### src/rtl/normalizer_if.sv
// Handshake bundle between a normalizer and its producer/consumer.
// The slave modport is the normalizer side; the master modport is the environment side.
interface normalizer_if #(
  parameter int Dw = 9,
  parameter int Sw = $clog2(Dw + 1)
);
  logic          valid_i;
  logic          ready_o;
  logic [Dw-1:0] data_i;
  logic          signed_i;
  logic          valid_o;
  logic          ready_i;
  logic [Dw-1:0] data_o;
  logic [Sw-1:0] shift_o;
  logic          zero_o;

  modport slave (
    input  valid_i, data_i, signed_i, ready_i,
    output ready_o, valid_o, data_o, shift_o, zero_o
  );

  modport master (
    output valid_i, data_i, signed_i, ready_i,
    input  ready_o, valid_o, data_o, shift_o, zero_o
  );
endinterface

### src/rtl/normalizer.sv
// Sequential leading-bit normalizer: shifts the captured word left one bit per cycle
// until it is normalized, reporting the shift count (leading zeros or redundant sign bits).
module normalizer #(
  parameter int Dw = 9,
  parameter int Sw = $clog2(Dw + 1)
) (
  input  logic         clk_i,
  input  logic         rst_ni,
  normalizer_if.slave  bus
);

  typedef enum logic [1:0] {IDLE, SHIFT, DONE} state_e;

  state_e        state_q, state_d;
  logic [Dw-1:0] work_q, work_d;
  logic [Sw-1:0] cnt_q, cnt_d;
  logic          mode_q, mode_d;
  logic          zero_q, zero_d;
  logic          stop;

  // Signed mode keeps one sign bit, so it saturates one shift earlier than unsigned.
  always_comb begin
    if (mode_q) begin
      stop = (work_q[Dw-1] != work_q[Dw-2]) || (cnt_q == Sw'(Dw - 1));
    end else begin
      stop = work_q[Dw-1] || (cnt_q == Sw'(Dw));
    end
  end

  always_comb begin
    state_d = state_q;
    work_d  = work_q;
    cnt_d   = cnt_q;
    mode_d  = mode_q;
    case (state_q)
      IDLE: begin
        if (bus.valid_i) begin
          work_d  = bus.data_i;
          mode_d  = bus.signed_i;
          cnt_d   = '0;
          state_d = SHIFT;
        end
      end
      SHIFT: begin
        if (stop) begin
          state_d = DONE;
        end else begin
          work_d = {work_q[Dw-2:0], 1'b0};
          cnt_d  = cnt_q + Sw'(1);
        end
      end
      DONE: begin
        if (bus.ready_i) state_d = IDLE;
      end
      default: state_d = IDLE;
    endcase
    zero_d = (work_d == '0);
  end

  always_ff @(posedge clk_i or negedge rst_ni) begin
    if (!rst_ni) begin
      state_q <= IDLE;
      work_q  <= '0;
      cnt_q   <= '0;
      mode_q  <= 1'b0;
      zero_q  <= 1'b0;
    end else begin
      state_q <= state_d;
      work_q  <= work_d;
      cnt_q   <= cnt_d;
      mode_q  <= mode_d;
      zero_q  <= zero_d;
    end
  end

  // Handshake outputs depend on state alone; the result fields come straight from registers.
  assign bus.ready_o = (state_q == IDLE);
  assign bus.valid_o = (state_q == DONE);
  assign bus.data_o  = work_q;
  assign bus.shift_o = cnt_q;
  assign bus.zero_o  = zero_q;

endmodule

### src/flat_wrapper.sv
// flat-port wrapper written by rule: the top's interface ports become plain ports
module normalizer_flat 
#(
  parameter int Dw = 9,
  parameter int Sw = $clog2(Dw + 1)
)
  (clk_i, rst_ni, bus_valid_i, bus_data_i, bus_signed_i, bus_ready_i, bus_ready_o, bus_valid_o, bus_data_o, bus_shift_o, bus_zero_o);
  normalizer_if #(.Dw(Dw), .Sw(Sw)) bus_i ();
  input  logic clk_i;
  input  logic rst_ni;
  input wire logic [$bits(bus_i.valid_i)-1:0] bus_valid_i;
  input wire logic [$bits(bus_i.data_i)-1:0] bus_data_i;
  input wire logic [$bits(bus_i.signed_i)-1:0] bus_signed_i;
  input wire logic [$bits(bus_i.ready_i)-1:0] bus_ready_i;
  output wire logic [$bits(bus_i.ready_o)-1:0] bus_ready_o;
  output wire logic [$bits(bus_i.valid_o)-1:0] bus_valid_o;
  output wire logic [$bits(bus_i.data_o)-1:0] bus_data_o;
  output wire logic [$bits(bus_i.shift_o)-1:0] bus_shift_o;
  output wire logic [$bits(bus_i.zero_o)-1:0] bus_zero_o;
  assign bus_i.valid_i = bus_valid_i;
  assign bus_i.data_i = bus_data_i;
  assign bus_i.signed_i = bus_signed_i;
  assign bus_i.ready_i = bus_ready_i;
  assign bus_ready_o = bus_i.ready_o;
  assign bus_valid_o = bus_i.valid_o;
  assign bus_data_o = bus_i.data_o;
  assign bus_shift_o = bus_i.shift_o;
  assign bus_zero_o = bus_i.zero_o;
  normalizer #(.Dw(Dw), .Sw(Sw)) u_core (.clk_i(clk_i), .rst_ni(rst_ni), .bus(bus_i));
endmodule
### config.mk
export PLATFORM = sky130hd
export DESIGN_NAME = normalizer_flat
export DESIGN_NICKNAME = d
export VERILOG_FILES = /design/src/rtl/normalizer_if.sv /design/src/rtl/normalizer.sv /design/src/flat_wrapper.sv
export SDC_FILE = /design/constraint.sdc
export NUM_CORES = 1
export LEC_CHECK = 0
export ABC_AREA = 1
export ABC_CLOCK_PERIOD_IN_PS = 2300
export CORE_MARGIN = 2
export CORE_UTILIZATION = 44
export CTS_CLUSTER_SIZE = 40
export DETAILED_ROUTE_END_ITERATION = 6
export GPL_TIMING_DRIVEN = 0
export PLACE_DENSITY = 0.77
export SYNTH_ARGS = -nofsm -noshare
export SYNTH_HDL_FRONTEND = slang
export SYNTH_SLANG_ARGS = --single-unit
export TNS_END_PERCENT = 1
### constraint.sdc
create_clock -name clk_i -period 2.3 [get_ports clk_i]
set_clock_uncertainty 0.2 [all_clocks]
set_input_delay 0.46 -clock clk_i [delete_from_list [all_inputs] [get_ports clk_i]]
set_output_delay 0.46 -clock clk_i [all_outputs]
set_load 0.005 [all_outputs]
; Yosys cells after proc, flatten, opt, wreduce, memory -nomap -nowiden
; Index checks and enable logic that the tools add are counted.
[word_totals]
inputBits = 14
regBits = 17
wordCells = 34
[op_classes]
n_reduce_logical = 8
n_eq_ne = 9
mux = 11
addsub = 1
[ops]
columns = op, count
row1 = 2-to-1 mux 9 bit, 2
row2 = case mux 9 bit (2 select lines), 1
row3 = zero test 9 bit, 1
row4 = "equality test 4 bit, second input constant", 2
row5 = 2-to-1 mux 4 bit, 2
row6 = case mux 4 bit (2 select lines), 1
row7 = 2-to-1 mux 2 bit, 3
row8 = "!= test 2 bit, second input constant", 3
row9 = case mux 2 bit (3 select lines), 1
row10 = AND reduction 3 bit, 2
row11 = "adder 4 x 1 -> 4 bit, second input constant", 1
row12 = "equality test 2 x 1 -> 1 bit, second input constant", 1
row13 = "equality test 2 bit, second input constant", 1
row14 = zero test 2 bit, 1
row15 = logical OR 1 bit, 2
row16 = "!= test 2 x 1 -> 1 bit, second input constant", 1
row17 = AND reduction 2 bit, 1
row18 = nonzero test 2 bit, 1
row19 = 2-to-1 mux 1 bit, 1
row20 = != test 1 bit, 1

; Longest topological paths before layout
[depth]
word_depth = 6
mapped_depth = 12
depth_no_buf = 12

; Worst setup path after synthesis
; No wires, ideal clock.
[synth_path]
kind = register to register
from = register u_core.cnt_q[0], in the netlist u_core.bus.shift_o[0]
to = register u_core.zero_q, in the netlist u_core.bus.zero_o
t_arrival_ns = 1.427
path_stages_with_launch = 12
path_buffers = 0
path_slack_ns = 0.601
setup_time_ns = 0.071
cell_sequence = dfrtp_1 > inv_1 > ha_1 > nand3_1 > nand3_2 > nand3_1 > nand2_2 > inv_2 > nor2_1 > nor2_2 > nand3_1 > nor2_1
[synth_between]
elab_chain_len = 6
[synth_rtl]
columns = element, line
row1 = start: declaration, normalizer.sv:16  ; logic [Sw-1:0] cnt_q, cnt_d;
row2 = start signal: assignment, normalizer.sv:70  ; cnt_q <= cnt_d;
row3 = "equality test 4 bit, on equally long branches", "normalizer.sv:26, normalizer.sv:24"
row4 = "logical OR 1 bit, on equally long branches", "normalizer.sv:26, normalizer.sv:24"
row5 = 2-to-1 mux 1 bit (*), normalizer.sv:23  ; if (mode_q) begin
row6 = 2-to-1 mux 9 bit (*), normalizer.sv:45  ; if (stop) begin
row7 = case mux 9 bit (2 select lines) (*), normalizer.sv:35  ; case (state_q)
row8 = zero test 9 bit (*), normalizer.sv:57  ; zero_d = (work_d == '0);
row9 = via u_core.zero_d, normalizer.sv:18  ; logic zero_q, zero_d;
row10 = end signal: assignment, normalizer.sv:72  ; zero_q <= zero_d;
row11 = end: declaration, normalizer.sv:18
; The timed path passes the listed nets; every way through them passes the cells marked *.
; A chain may end at the register's enable or synchronous reset.

; Worst setup path in the final report
[layout_path]
from = register u_core.state_q[0]
to = output port bus_ready_o
[layout_between]
elab_chain_len = 1
[layout_rtl]
columns = element, line
row1 = start: declaration, normalizer.sv:14  ; state_e state_q, state_d;
row2 = start signal: assignment, normalizer.sv:68  ; state_q <= state_d;
row3 = zero test 2 bit, normalizer.sv:77  ; assign bus.ready_o = (state_q == IDLE);
row4 = end: declaration, flat_wrapper.sv:15  ; output wire logic [$bits(bus_i.ready_o)-1:0] bus_ready_o;
; Every way passes these cells.

==> impl_metrics.toml <==
[outcome]
status = "complete, no violations"

[final_layout]
multi_input_area_um2 = 420
fillers = 153
drive_above_1_share_pct = 20.0
area_growth_pct = 37.9
design_area_mm2 = 0.00127
final_core_util_pct = 64.3
final_nets = 163
n_antenna_cell = 0
final-seq-area_um2 = 425

[cts]
cts.repair.resized = 0
cts_hold_buf = 0
htree_levels = 1
cts-root-buf = "clkbuf_4"
post_cts_buffers = 0
numCtsBuffers = 3
clk_pin_slew_worst_paths_ns = 0.10
cts_sinks = 17
clk_latency_ns = 0.29
cts_tree = "yes"
cts_max_path_buffers = 2

[pwr]
p_clk_share_pct = 10.5
power_frac_seq_pct = 33.5
swShare_pct = 44.1
irDropWorstVdd_mv = 0.730
switchingPower_uw = 680
p_int_uw = 864
p_per_area_mw_per_mm2 = 1210
comb_power_share_pct = 56.0
p_leak_nw = 0.627

[yosys]
ys_seq_elements = 17
yosysMostFrequentCell = "nand2_1"
async_reset_ff_share_pct = 100
ys_types = 19
syn_inst = 112
yosysTopAreaCellShare_pct = 46.0
postSynthAreaPerCell_um2 = 8.26
synthFlopType = "dfrtp_1"
synth_edf_count = 0
syn_nets = 129
ys_seq_area_share_pct = 46.0
synth_top_cells_by_count = "nand2_1 (24), dfrtp_1 (17), nand3_1 (13)"
yosys-top-cells-area = "dfrtp_1 (46%), nand2_1 (9.7%), nand3_1 (7.0%), nand3_2 (6.5%), nand2_2 (5.4%)"
syn-cell-area_um2 = 925
yosys.area.top_type = "dfrtp_1"
yosysWarnings = 0

[routing]
drt-met1-wl_um = 927
wl_met2_um = 1140
drc = 0
ant_nets = 0
vias = 868
wl_met3_um = 85
highest_layer = "met4"
wl_um = 2180
drt_iter0_markers = 14
wl_per_cell_um = 12.7
dr.pass1.iters = 4
vias_per_cell = 5.05

[sta]
slew_violations = 0
relSlewSlack_pct = 47.1
tns_ns = 0
fmax_mhz = 476
grt_setup_unrepaired = "false"
worst_slew_pin_slew_ns = 0.791
period_minus_slack_ns = 2.10
setup_viol = 0
hold_violations = 0
period_share_pct = 91.4

[global_route]
grt_max_degree = 18
antenna_found_initial = 0
grt_pass1_vias = 925
grt_usage_pct = 20.1
grt_pass1_wl_um = 3840
gr-total-overflow = 0

[placed_design]
place_congestion = 0.816
place_area_mm2 = 0.00125
port_buffers = 29
hpwl_um = 1650

[setup_path]
cp.arrival_ns = 1.44
path_class = "flop to output pin"
required_ns = 1.64
r2r_cells = 11
startpoint_type = "flop"
r2r_end = "u_core.bus.zero_o"
r2r_start = "u_core.bus.shift_o[0]"
cp_max_fo = 3
endpoint_kind = "output pin"
r2r_slack_ns = 0.33

[die]
die_y_um = 49.8
io-pin-count = 30
initial_core_util_pct = 46.7
rows = 16
die_w_um = 49.8
core_area_mm2 = 0.00198
die_area_mm2 = 0.00248

[min_path]
hold_depth = 1
min_path_type = "flop to flop"
min-delay-start = "u_core.state_q[0]"
worstHoldEndpoint = "u_core.state_q[1]"

[job]
cap_violations = 0
sequential cells by signal, summed over array words and instances (netlist names):
| name | cells |
|---|---|
| u_core.bus.data_o | 9 |
| u_core.bus.shift_o | 4 |
| u_core.state_q | 2 |
| u_core.bus.zero_o | 1 |
| u_core.mode_q | 1 |
through the flow:
step / hold WS, ns / setup WS [ns] / instances / power (mW)
after floorplan: -0.0356 / 0.601 / 112 / 1.02
after global placement: 0.266 / 0.288 / 168 / 1.36
after detailed placement: 0.277 / 0.233 / 168 / 1.39
after CTS: 0.290 / 0.186 / 172 / 1.56
after global routing: 0.299 / 0.116 / 172 / 1.68
final: 0.290 / 0.198 / 172 / 1.54
per-layer routing:
layer	GRT usage, %	up-vias
li1	-	419
met1	22.9	418
met2	37.1	27
met3	4.24	4
met4	6.48	0
met5	0	-
final cells by class:
class / instances / area share [%]
Buffer: 1 / 0.883
Tap cell: 27 / 2.65
Inverter: 18 / 5.30
Multi-Input combinational cell: 76 / 33.0
Sequential cell: 17 / 33.4
Clock buffer: 4 / 2.06
Timing Repair Buffer: 29 / 22.8
worst max path at each step:
stage | endpoint | cells past startpoint | startpoint
2_1_floorplan | u_core.bus.zero_o | 11 | u_core.bus.shift_o[0]
5_1_grt | u_core.bus.zero_o | 11 | u_core.bus.shift_o[0]
6_report | bus_ready_o | 4 | u_core.state_q[0]
3_3_place_gp | u_core.bus.zero_o | 9 | bus_valid_i
4_1_cts | bus_ready_o | 4 | u_core.state_q[1]
3_5_place_dp | u_core.bus.zero_o | 9 | bus_valid_i
critical path, stage by stage (launching register included):
cell             delay [ns]
dfrtp_1                0.41
inv_1                  0.13
nand2_2                0.08
inv_2                  0.06
clkdlybuf4s50_1        0.49
power groups by stage:
stage          Combinational, mW  Clock (mW)  Sequential [mW]
6_report                   0.865       0.162            0.517
5_1_grt                    0.968       0.178            0.532
4_1_cts                    0.876       0.165            0.514
3_5_place_dp               0.870           0            0.519
3_3_place_gp               0.843           0            0.514
2_1_floorplan              0.511           0            0.511
cells in the final DEF, fill, tap and decap left out:
cell             synthesis  layout
clkdlybuf4s50_1          0      29
a22oi_1                  1       1
inv_1                   11      11
o21ai_0                  4       4
nor3b_1                  1       1
nor2_4                   1       1
nand3_2                  6       6
nor3_1                   1       1
nor2_2                   3       3
nor2_1                   8       8
clkbuf_4                 0       3
dfrtp_1                 17      17
nand2_1                 24      24
nand3_1                 13      13
o21ai_1                  1       1
ha_1                     3       3
clkbuf_1                 0       1
a21oi_1                  1       1
o31ai_1                  1       1
inv_2                    7       7
nand2_2                  8       8
buf_6                    1       1
cell families after synthesis:
family,share of synthesized area [%]
buffers and inverters,8.53
AND/OR/NAND/NOR,36.5
flip-flops,46.0
adder cells (fa/ha/maj),4.06
AO/OA/AOI/OAI,4.87
No activity file was read; power rests on OpenSTA's default activity.
